$ cat src/rtl/btn_pkg.sv
// Shared types and default timing constants for the push-button conditioner.
package btn_pkg;

    typedef enum logic [1:0] {
        IDLE,
        PRESS_WAIT,
        HELD,
        REL_WAIT
    } btn_state_t;

    localparam int BTN_DEBOUNCE_DEFAULT     = 500000;
    localparam int BTN_REPEAT_DELAY_DEFAULT = 25000000;
    localparam int BTN_REPEAT_RATE_DEFAULT  = 5000000;

    function automatic int btn_max(input int a, input int b);
        return (a > b) ? a : b;
    endfunction

endpackage

$ cat src/rtl/btn_sync.sv
// Metastability synchronizer chain, STAGES flops deep, async reset to 0.
// Latency STAGES cycles; no backpressure.
module btn_sync #(
    parameter int STAGES = 2
) (
    input  logic clk,
    input  logic rst,
    input  logic d,
    output logic q
);

    logic [STAGES-1:0] chain;

    always_ff @(posedge clk or posedge rst) begin
        if (rst) begin
            chain <= '0;
        end else begin
            chain <= {chain[STAGES-2:0], d};
        end
    end

    assign q = chain[STAGES-1];

endmodule

$ cat src/rtl/button_conditioner.sv
// Raw button -> synchronized, debounced level plus press/release/repeat pulses; press and release
// appear SYNC_STAGES+DEBOUNCE_CYCLES edges after a stable input change; no backpressure. Auto-repeat built when BTN_REPEAT_EN is defined.
module button_conditioner
    import btn_pkg::*;
#(
    parameter int SYNC_STAGES     = 2,
    parameter int DEBOUNCE_CYCLES = BTN_DEBOUNCE_DEFAULT,
    parameter bit ACTIVE_LOW      = 1'b0,
    parameter int REPEAT_DELAY    = BTN_REPEAT_DELAY_DEFAULT,
    parameter int REPEAT_RATE     = BTN_REPEAT_RATE_DEFAULT
) (
    input  logic clk,
    input  logic rst,
    input  logic btn_raw,
    output logic btn_level,
    output logic press_pulse,
    output logic release_pulse,
    output logic repeat_pulse,
    output logic count_pulse
);

    localparam int DW = $clog2(DEBOUNCE_CYCLES);
    // Transition fires on the edge the counter would step to DEBOUNCE_CYCLES-1.
    localparam logic [DW-1:0] DB_LAST = DW'(DEBOUNCE_CYCLES - 2);

    if (SYNC_STAGES < 2 || DEBOUNCE_CYCLES < 2 || REPEAT_DELAY < 1 || REPEAT_RATE < 1) begin : g_bad_param
        $error("button_conditioner: illegal parameter value");
    end

    btn_state_t    state;
    logic [DW-1:0] db_cnt;
    logic          s;

    btn_sync #(.STAGES(SYNC_STAGES)) u_sync (
        .clk (clk),
        .rst (rst),
        .d   (btn_raw ^ ACTIVE_LOW),
        .q   (s)
    );

`ifdef BTN_REPEAT_EN
    localparam int RW = $clog2(btn_max(REPEAT_DELAY, REPEAT_RATE) + 1);
    localparam logic [RW-1:0] RPT_FIRST = RW'(REPEAT_DELAY - 1);
    localparam logic [RW-1:0] RPT_NEXT  = RW'(REPEAT_RATE - 1);
    logic [RW-1:0] rpt_cnt;
`else
    assign repeat_pulse = 1'b0;
`endif

    always_ff @(posedge clk or posedge rst) begin
        if (rst) begin
            state         <= IDLE;
            db_cnt        <= '0;
            btn_level     <= 1'b0;
            press_pulse   <= 1'b0;
            release_pulse <= 1'b0;
            count_pulse   <= 1'b0;
`ifdef BTN_REPEAT_EN
            rpt_cnt       <= '0;
            repeat_pulse  <= 1'b0;
`endif
        end else begin
            press_pulse   <= 1'b0;
            release_pulse <= 1'b0;
            count_pulse   <= 1'b0;
`ifdef BTN_REPEAT_EN
            repeat_pulse  <= 1'b0;
`endif
            case (state)
                IDLE: begin
                    db_cnt <= '0;
                    if (s) state <= PRESS_WAIT;
                end
                PRESS_WAIT: begin
                    if (!s) begin
                        state  <= IDLE;
                        db_cnt <= '0;
                    end else if (db_cnt == DB_LAST) begin
                        state       <= HELD;
                        db_cnt      <= '0;
                        btn_level   <= 1'b1;
                        press_pulse <= 1'b1;
                        count_pulse <= 1'b1;
`ifdef BTN_REPEAT_EN
                        rpt_cnt     <= RPT_FIRST;
`endif
                    end else begin
                        db_cnt <= db_cnt + 1'b1;
                    end
                end
                HELD: begin
                    db_cnt <= '0;
                    if (!s) begin
                        state <= REL_WAIT;
                    end
`ifdef BTN_REPEAT_EN
                    else if (rpt_cnt == '0) begin
                        repeat_pulse <= 1'b1;
                        count_pulse  <= 1'b1;
                        rpt_cnt      <= RPT_NEXT;
                    end else begin
                        rpt_cnt <= rpt_cnt - 1'b1;
                    end
`endif
                end
                REL_WAIT: begin
                    // Repeat timer is left untouched here so a release bounce resumes it.
                    if (s) begin
                        state  <= HELD;
                        db_cnt <= '0;
                    end else if (db_cnt == DB_LAST) begin
                        state         <= IDLE;
                        db_cnt        <= '0;
                        btn_level     <= 1'b0;
                        release_pulse <= 1'b1;
                    end else begin
                        db_cnt <= db_cnt + 1'b1;
                    end
                end
                default: begin
                    state  <= IDLE;
                    db_cnt <= '0;
                end
            endcase
        end
    end

endmodule

$ cat config.mk
export PLATFORM = sky130hd
export DESIGN_NAME = button_conditioner
export DESIGN_NICKNAME = d
export VERILOG_FILES = /design/src/rtl/btn_pkg.sv /design/src/rtl/btn_sync.sv /design/src/rtl/button_conditioner.sv
export SDC_FILE = /design/constraint.sdc
export NUM_CORES = 1
export LEC_CHECK = 0
export CAP_MARGIN = 10
export CORE_MARGIN = 5
export CORE_UTILIZATION = 50
export CTS_BUF_LIST = sky130_fd_sc_hd__clkbuf_8
export CTS_CLUSTER_DIAMETER = 60
export DETAILED_ROUTE_END_ITERATION = 8
export DONT_BUFFER_PORTS = 1
export GPL_TIMING_DRIVEN = 0
export PLACE_DENSITY = 0.68
export SYNTH_ARGS = -nofsm -noshare
export SYNTH_HDL_FRONTEND = slang
export SYNTH_HIERARCHICAL = 1
export SYNTH_SLANG_ARGS = --single-unit
$ cat constraint.sdc
create_clock -name clk -period 1.8 [get_ports clk]
set_input_delay 0.09 -clock clk [delete_from_list [all_inputs] [get_ports clk]]
set_output_delay 0.09 -clock clk [all_outputs]
set_load 0.005 [all_outputs]
==> results of run 1 <==
## registers in the layout (all words and copies together), names as in the netlist, named ones only
name           count
btn_level          1
state              1
u_sync/chain       2
db_cnt            19
release_pulse      1
count_pulse        1
## cell families after synthesis
family,count (synthesis),share of synthesized area [%]
other cells,1,0.299
compound gates,13,7.57
simple gates,54,24.1
fa+ha+maj,2,1.99
buf+inv,12,4.48
xor+xnor,14,9.76
flops,26,51.8
## layer usage
layer,part of all wire (%),vias up
met2,50,20
li1,-,453
met4,1.7,0
met5,0,-
met3,3.8,6
met1,44,448
## cell type report
type | count | area, sq um
fill | 196 | 885
sequential | 26 | 653
multi-input combinational | 84 | 616
timing repair buffer | 13 | 110
clock buffer | 3 | 41.3
tap | 30 | 37.5
clock inverter | 1 | 30.0
buffer | 4 | 30.0
inverter | 8 | 30.0
## power groups by stage
| stage | registers, mW | logic (mW) | clock network [mW] |
|---|---|---|---|
| 2_1_floorplan | 0.605 | 0.0258 | 0 |
| 3_3_place_gp | 0.606 | 0.0322 | 0 |
| 3_5_place_dp | 0.607 | 0.0339 | 0 |
| 4_1_cts | 0.593 | 0.0490 | 0.485 |
| 5_1_grt | 0.595 | 0.0642 | 0.504 |
| 6_report | 0.593 | 0.0570 | 0.475 |
## metrics by stage
stage | hold slack, ns | instances | utilization [%] | instance area [sq um] | TNS (ns)
2_1_floorplan | -0.169 | 122 | - | 1260 | -0.0616
3_5_place_dp | -0.158 | 152 | 53.3 | 1300 | -2.89
5_1_grt | 0.132 | 169 | 63.6 | 1550 | -2.90
6_report | 0.127 | 169 | 63.6 | 1550 | -0.918
4_1_cts | 0.124 | 167 | 61.6 | 1500 | -0.683
3_3_place_gp | -0.164 | 152 | 53.3 | 1300 | -2.44
## cells in the mapped netlist, drive strengths merged, types with 2 or more instances
cell,count,area share (%)
xnor2,9,6.3
nand3,9,4.0
nand2,3,0.90
inv,8,2.4
nor4,4,2.0
xor2,5,3.5
nand4,2,1.0
ha,2,2.0
o31ai,3,1.8
or3,3,1.5
dfrtp,26,52
a21oi,4,1.6
buf,3,1.8
or2,3,1.7
nor2,15,4.5
nor3,4,1.6
or4,4,2.7
nand3b,2,1.2
o21ai,3,1.2
## critical path, delay by kind of cell (launching register included)
family / cells / cell delay, ns
AO/OA/AOI/OAI: 1 / 0.26
flip-flops: 1 / 0.39
AND/OR/NAND/NOR: 3 / 1.11
## what timing repair did
| item | CTS | global route |
|---|---|---|
| gates resized for setup | 10 | 12 |
| endpoints found under the hold margin | 27 | 0 |
| setup buffers | 9 | 1 |
| pin swaps | 3 | 2 |
| setup endpoints to repair | 22 | 24 |
| hold buffers | 2 | 0 |
| gates cloned | 0 | 1 |
## final timing paths
| path | to | cells past startpoint | from |
|---|---|---|---|
| max in group asynchronous | db_cnt[8]$_DFF_PP0_ | 2 | rst |
| max reg2reg | btn_level$_DFFE_PP0P_ | 4 | db_cnt[10]$_DFF_PP0_ |
| max | btn_level$_DFFE_PP0P_ | 4 | db_cnt[10]$_DFF_PP0_ |
| min | u_sync/chain[0]$_DFF_PP0_ | 2 | rst |
| min reg2reg | u_sync/chain[1]$_DFF_PP0_ | 0 | u_sync/chain[0]$_DFF_PP0_ |
| min in group clk | u_sync/chain[1]$_DFF_PP0_ | 0 | u_sync/chain[0]$_DFF_PP0_ |
==> reports/summary.txt, run 1 <==
Library cells used by synthesis -> 33
Area of the mapped netlist -> 1260 sq um
Slew Limit Fails -> 0
Clock Latency Late Sink -> 0.27 ns
IR drop worst, VDD -> 0.722 mV
CTS clock-pin slew for the worst setup and hold paths -> 0.09 ns
Die area -> 3620 sq um
Final worst slack -> -0.0668 ns
Antenna Violating Nets Remaining -> 0
Final hold violation count -> 0
Total leakage power -> 0.617 nW
Flop pwr share -> 52.8%
Most common cell after layout, fill and taps aside -> dfrtp_1
Number of synthesized flops with an enable pin -> 0
Row count -> 18
CP endpoint kind -> flip-flop
Post-Route WL -> 2520 um
Chip width -> 60.1 um
Io pins -> 8
CTS Sinks -> 26
Routing usage on met2 -> 27.0%
Initial drt markers -> 22
Worst slew margin -> 38.6%
Vias in the first global route -> 956
Async SR Flop Fraction -> 100%
Initial antenna violation count -> 0
Combinational fraction of design power -> 5.1%
Syn Nets -> 127
CTS root buf -> clkbuf_8
Clk pwr share -> 42.2%
Height of the die -> 60.1 um
Hold crit path type -> input port to async pin
HPWL after detailed placement -> 1660 um
Most frequent cells in the layout -> 24 x dfrtp_1, 11 x buf_4, 9 x xnor2_1, 9 x nor2_1, 8 x inv_1
CP Launch Type -> flip-flop
CTS Buf Count -> 3
Drt pass-1 iters -> 4
Grt met3 use -> 3.67%
Switching share of power -> 19.0%
Violated checks -> setup timing
TritonCTS clock tree -> done
Area Growth Syn to Fin -> 23.2%
F_max -> 0.536 GHz
First-pass GRT wire length -> 4310 um
Worst-Margin Slew -> 0.920 ns
R2r setup slk -> -0.07 ns
Total Power -> 1.12 mW
RSZ-0062 raised after global routing -> yes
Inserted Diodes -> 0
WP data arrival -> 2.02 ns
Synthesized flop and latch total -> 26
M1 GR Usage -> 19.1%
Critical Path Max Stage Delay -> 0.46 ns
Max_cap viols -> 0
Layout net count -> 145
Share of cells above drive strength 1 -> 28.8%
Grt peak-use layer -> met2
Yosys warning total -> 6
Top FF cell, synth -> dfrtp_1
Vias after detailed routing -> 927
Critical path's slowest cell -> or4_4
GRT overflow -> 0
Via-to-Cell Ratio -> 5.49
Setup Viol. Count Final -> 19
Post-Synthesis Cells -> 122
GP Congestion -> 0.792
Avg WL per Cell -> 14.9 um
Crit-path cells -> or3_1 > or4_4 > or2_4 > a211o_1
Seq/Total Area, Yosys -> 51.8%
Clock skew -> 0.000761 ns
Switching power -> 0.214 mW
Status -> finished, violations left
Tmin final -> 1.87 ns
Starting Density -> 51.6%
Average cell area after synthesis -> 10.3 sq um
Clock buffer depth -> 2
Period utilisation layout -> 104%
Largest net degree at the start of global routing -> 25
Core ar. -> 2430 sq um
Data required, critical path -> 1.96 ns
Remaining DRCs -> 0
Kind of critical path -> flip-flop to flip-flop
Total track usage -> 16.0%
H-tree Lvls -> 1
Cell Int Power -> 0.911 mW
Worst Path Max Fanout -> 4
Dpl ws -> -0.216 ns
Port-buffer cells -> 0
Pwr per Cell Area -> 727 nW/um^2
(Power assumes the default switching activity.)
==> run 2, diff against run 1 <==
--- a/config.mk
+++ b/config.mk
@@ -13,7 +13,7 @@
 export DETAILED_ROUTE_END_ITERATION = 8
 export DONT_BUFFER_PORTS = 1
 export GPL_TIMING_DRIVEN = 0
-export PLACE_DENSITY = 0.68
+export PLACE_DENSITY_LB_ADDON = 0.15
 export SYNTH_ARGS = -nofsm -noshare
 export SYNTH_HDL_FRONTEND = slang
 export SYNTH_HIERARCHICAL = 1
==> reports/summary.txt, run 2 (synthesized netlist as in run 1, its figures left out) <==
Total leakage power -> 0.606 nW
Io pins -> 8
CTS Buf Count -> 3
Switching power -> 0.213 mW
Core ar. -> 2430 sq um
Clock Latency Late Sink -> 0.27 ns
Most frequent cells in the layout -> 21 x dfrtp_1, 15 x nor2_1, 12 x buf_4
Worst-Margin Slew -> 0.917 ns
Final hold violation count -> 0
RSZ-0062 raised after global routing -> yes
Worst Path Max Fanout -> 5
Via-to-Cell Ratio -> 5.45
Final non-filler cell total -> 167
Inserted Diodes -> 0
GRT overflow -> 0
Total track usage -> 15.5%
CTS clock-pin slew for the worst setup and hold paths -> 0.09 ns
FILL cells -> 205
R2r setup slk -> -0.04 ns
Violated checks -> setup timing
Die area -> 3620 sq um
CP Launch Type -> flip-flop
Clock skew -> 0.00493 ns
Share of cells above drive strength 1 -> 22.6%
Combinational fraction of design power -> 3.7%
Row count -> 18
Hold_ws -> 0.133 ns
Antenna Violating Nets Remaining -> 0
First-pass GRT wire length -> 4130 um
Clock buffer depth -> 2
F_max -> 0.542 GHz
GP Congestion -> 0.788
Chip width -> 60.1 um
Height of the die -> 60.1 um
Largest registers -> db_cnt (19), u_sync/chain (2)
Port-buffer cells -> 0
Pwr per Cell Area -> 744 nW/um^2
Worst slew margin -> 38.8%
Largest net degree at the start of global routing -> 25
Drt pass-1 iters -> 4
Tmin final -> 1.84 ns
Reg2Reg Depth -> 4
CP endpoint kind -> flip-flop
Vias in the first global route -> 947
Slew Limit Fails -> 0
Post-Route WL -> 2330 um
Initial drt markers -> 24
Flop pwr share -> 53.4%
Vias after detailed routing -> 910
Period utilisation layout -> 102%
CTS Sinks -> 26
Kind of critical path -> flip-flop to flip-flop
CTS root buf -> clkbuf_8
H-tree Lvls -> 1
Max_cap viols -> 0
HPWL after detailed placement -> 1500 um
Total Power -> 1.12 mW
Critical R2R Launch -> db_cnt[5]$_DFF_PP0_
Max reg flops -> 19
Status -> finished, violations left
Largest Register -> db_cnt
TritonCTS clock tree -> done
Hold crit path type -> input port to async pin
Layout net count -> 143
Setup Viol. Count Final -> 16
Data required, critical path -> 1.99 ns
Cell Int Power -> 0.903 mW
R2R Path End -> db_cnt[17]$_DFF_PP0_
Clk pwr share -> 42.8%
Switching share of power -> 19.1%
WP data arrival -> 2.04 ns
DP Cell Count -> 152
Most common cell after layout, fill and taps aside -> dfrtp_1
Remaining DRCs -> 0
Initial antenna violation count -> 0
Final worst slack -> -0.0436 ns
Starting Density -> 51.6%
Area Growth Syn to Fin -> 19.4%
DP Area -> 1300 sq um
Avg WL per Cell -> 14.0 um
IR drop worst, VDD -> 0.590 mV
Fin area -> 1500 sq um
[run 2: metrics by stage]
stage	setup slack (ns)	util (%)	setup TNS (ns)
6_report	-0.0436	61.7	-0.386
5_1_grt	-0.115	61.7	-1.70
4_1_cts	-0.0388	61.6	-0.383
3_5_place_dp	-0.206	53.3	-2.85
3_3_place_gp	-0.195	53.3	-2.52
2_1_floorplan	-0.00718	-	-0.0616
[run 2: worst max path at each step]
stage | cells past startpoint | to | slack, ns | startpoint
floorplan | 5 | db_cnt[7]$_DFF_PP0_ | -0.007 | db_cnt[10]$_DFF_PP0_
global placement | 5 | db_cnt[12]$_DFF_PP0_ | -0.19 | db_cnt[2]$_DFF_PP0_
detailed placement | 5 | db_cnt[11]$_DFF_PP0_ | -0.21 | db_cnt[2]$_DFF_PP0_
CTS | 4 | btn_level$_DFFE_PP0P_ | -0.04 | db_cnt[10]$_DFF_PP0_
global route | 5 | db_cnt[12]$_DFF_PP0_ | -0.12 | db_cnt[10]$_DFF_PP0_
finish | 4 | db_cnt[17]$_DFF_PP0_ | -0.04 | db_cnt[5]$_DFF_PP0_
[run 2: per-layer routing]
layer	up-vias	part of all wire, %	global-route usage [%]
li1	449	-	-
met1	449	47	19.6
met2	8	50	25.3
met3	4	2.3	2.81
met4	0	1.4	7.28
met5	-	0	0
[run 2: timing repair]
action	in CTS	in global routing
pin swaps	2	0
setup buffers	10	0
setup endpoints to repair	22	20
hold endpoints to repair	27	0
gates resized for setup	7	4
hold buffers	2	0
[run 2: cell type report]
class / count / area, sq um / share of cell area (%)
clock buffers: 3 / 41.3 / 2.75
flip-flops and latches: 26 / 657 / 43.8
multi-input cells: 84 / 583 / 38.9
well taps: 30 / 37.5 / 2.50
repair buffers: 12 / 95.1 / 6.34
inverters: 8 / 30.0 / 2.00
clock inverters: 1 / 30.0 / 2.00
plain buffers: 3 / 26.3 / 1.75
[run 2: power by group through the flow]
stage          sequential [mW]  clock [mW]  combinational [mW]
3_3_place_gp             0.606           0              0.0325
6_report                 0.596       0.478              0.0418
5_1_grt                  0.597       0.522              0.0483
2_1_floorplan            0.605           0              0.0258
3_5_place_dp             0.606           0              0.0336
4_1_cts                  0.596       0.489              0.0424
[run 2: worst max-delay path, stage by stage, from the launching register on]
cell	delay, ns
dfrtp_1	0.47
nand4_1	0.23
or2_0	0.37
or4_1	0.51
a21oi_1	0.18
==> run 3, diff against run 2 <==
--- a/config.mk
+++ b/config.mk
@@ -14,6 +14,7 @@
 export DONT_BUFFER_PORTS = 1
 export GPL_TIMING_DRIVEN = 0
 export PLACE_DENSITY_LB_ADDON = 0.15
+export SKIP_LAST_GASP = 1
 export SYNTH_ARGS = -nofsm -noshare
 export SYNTH_HDL_FRONTEND = slang
 export SYNTH_HIERARCHICAL = 1
==> constraint.sdc (replaced) <==
create_clock -name clk -period 2.3 [get_ports clk]
set_input_delay 0.23 -clock clk [delete_from_list [all_inputs] [get_ports clk]]
set_output_delay 0.23 -clock clk [all_outputs]
set_load 0.005 [all_outputs]
==> reports/summary.txt, run 3 (synthesized netlist as in run 1, its figures left out) <==
Status -> completed
Period utilisation layout -> 91.1%
H-tree Lvls -> 1
Largest Register -> db_cnt
Most frequent cells in the layout -> 26 x dfrtp_1, 15 x nor2_1, 9 x xnor2_1
GRT overflow -> 0
Total Power -> 0.741 mW
Largest registers -> db_cnt (19), u_sync/chain (2)
Data required, critical path -> 2.46 ns
DP Cell Count -> 152
Io pins -> 8
Max_cap viols -> 0
Layout net count -> 134
Worst slew margin -> 39.8%
Slew Limit Fails -> 0
GP Congestion -> 0.802
Antenna Violating Nets Remaining -> 0
Initial antenna violation count -> 0
Crit-path cells -> or3_1 > or4_4 > o211ai_4 > buf_4 > nor2_1
Row count -> 18
F_max -> 0.477 GHz
Post-Route WL -> 2170 um
Clock Latency Late Sink -> 0.26 ns
Starting Density -> 51.6%
HPWL after detailed placement -> 1530 um
Worst-Margin Slew -> 0.902 ns
Pwr per Cell Area -> 547 nW/um^2
Largest net degree at the start of global routing -> 25
Core ar. -> 2430 sq um
Remaining DRCs -> 0
R2R Path End -> db_cnt[5]$_DFF_PP0_
CTS root buf -> clkbuf_8
Launch point of the worst path -> db_cnt[6]$_DFF_PP0_
Port-buffer cells -> 0
Total leakage power -> 0.547 nW
TritonCTS clock tree -> done
Final hold violation count -> 0
Initial drt markers -> 48
Via-to-Cell Ratio -> 5.62
CTS Buf Count -> 3
Clock buffer depth -> 2
Inserted Diodes -> 0
Height of the die -> 60.1 um
Worst Path Max Fanout -> 10
Hold crit path type -> input port to async pin
Most common cell after layout, fill and taps aside -> dfrtp_1
CP Launch Type -> flip-flop
CTS clock-pin slew for the worst setup and hold paths -> 0.08 ns
First-pass GRT wire length -> 3920 um
Total track usage -> 14.7%
Share of cells above drive strength 1 -> 9.45%
Kind of critical path -> flip-flop to flip-flop
Drt pass-1 iters -> 4
RSZ-0062 raised after global routing -> no
Post-cts resize count -> 0
Max reg flops -> 19
Clock skew -> 0.00379 ns
Fin Setup TNS -> 0 ns
Hold_ws -> 0.0398 ns
IR drop worst, VDD -> 0.293 mV
Critical path's slowest cell -> or4_4
Setup Viol. Count Final -> 0
Critical Path Max Stage Delay -> 0.53 ns
WP data arrival -> 2.26 ns
DP Area -> 1290 sq um
Setup Buffers After CTS -> 0
Fin area -> 1360 sq um
Reg2Reg Depth -> 5
Avg WL per Cell -> 13.8 um
R2r setup slk -> 0.20 ns
Vias after detailed routing -> 883
CP endpoint kind -> flip-flop
CTS Sinks -> 26
Tmin final -> 2.10 ns
Chip width -> 60.1 um
Die area -> 3620 sq um
Vias in the first global route -> 872
Critical R2R Launch -> db_cnt[6]$_DFF_PP0_
Area Growth Syn to Fin -> 7.87%
Critical Path Sink -> db_cnt[5]$_DFF_PP0_
Final non-filler cell total -> 157
==> run 3: cell type report <==
cell class	count	area, sq um
Buffer	4	26.3
Clock buffer	3	41.3
Fill cell	212	1080
Inverter	8	30.0
Multi-Input combinational cell	84	549
Sequential cell	26	651
Tap cell	30	37.5
Timing Repair Buffer	2	20.0
==> run 3: worst min path at each step <==
stage / startpoint / to / slack, ns / cells after the start
finish: rst / db_cnt[10]$_DFF_PP0_ / 0.04 / 1
floorplan: rst / u_sync/chain[0]$_DFF_PP0_ / -0.03 / 1
global route: rst / db_cnt[0]$_DFF_PP0_ / 0.12 / 1
CTS: rst / db_cnt[3]$_DFF_PP0_ / 0.08 / 1
detailed placement: rst / u_sync/chain[0]$_DFF_PP0_ / -0.02 / 1
global placement: rst / u_sync/chain[0]$_DFF_PP0_ / -0.02 / 1
==> run 3: metal layers <==
layer	track usage, %	vias up	share of wire, %	routed length, um
met1	20.0	429	48	1030
met4	5.70	0	1.6	34
met2	23.3	16	48	1030
li1	-	433	-	-
met3	2.59	5	3.3	71
met5	0	-	0	0
==> run 3: critical path, delay by kind of cell (launching register included) <==
family	cells	cell delay [ns]
AND/OR/NAND/NOR	3	0.99
buffers and inverters	1	0.24
flip-flops	1	0.43
AO/OA/AOI/OAI	1	0.34
==> run 3: where the power goes <==
| part | internal (mW) | switching [mW] |
|---|---|---|
| Combinational | 0.00851 | 0.0182 |
| Clock | 0.117 | 0.132 |
| Sequential | 0.461 | 0.00440 |
==> run 3: metrics by stage <==
stage          util [%]  worst slack [ns]
2_1_floorplan         -             0.369
3_3_place_gp       53.2             0.213
3_5_place_dp       53.2             0.209
4_1_cts            55.7             0.198
5_1_grt            55.7             0.110
6_report           55.7             0.204
==> run 3: repair_timing <==
item / CTS / global route
endpoints found under the setup margin: 0 / 0
hold endpoints to repair: 3 / 0
hold buffers: 2 / 0
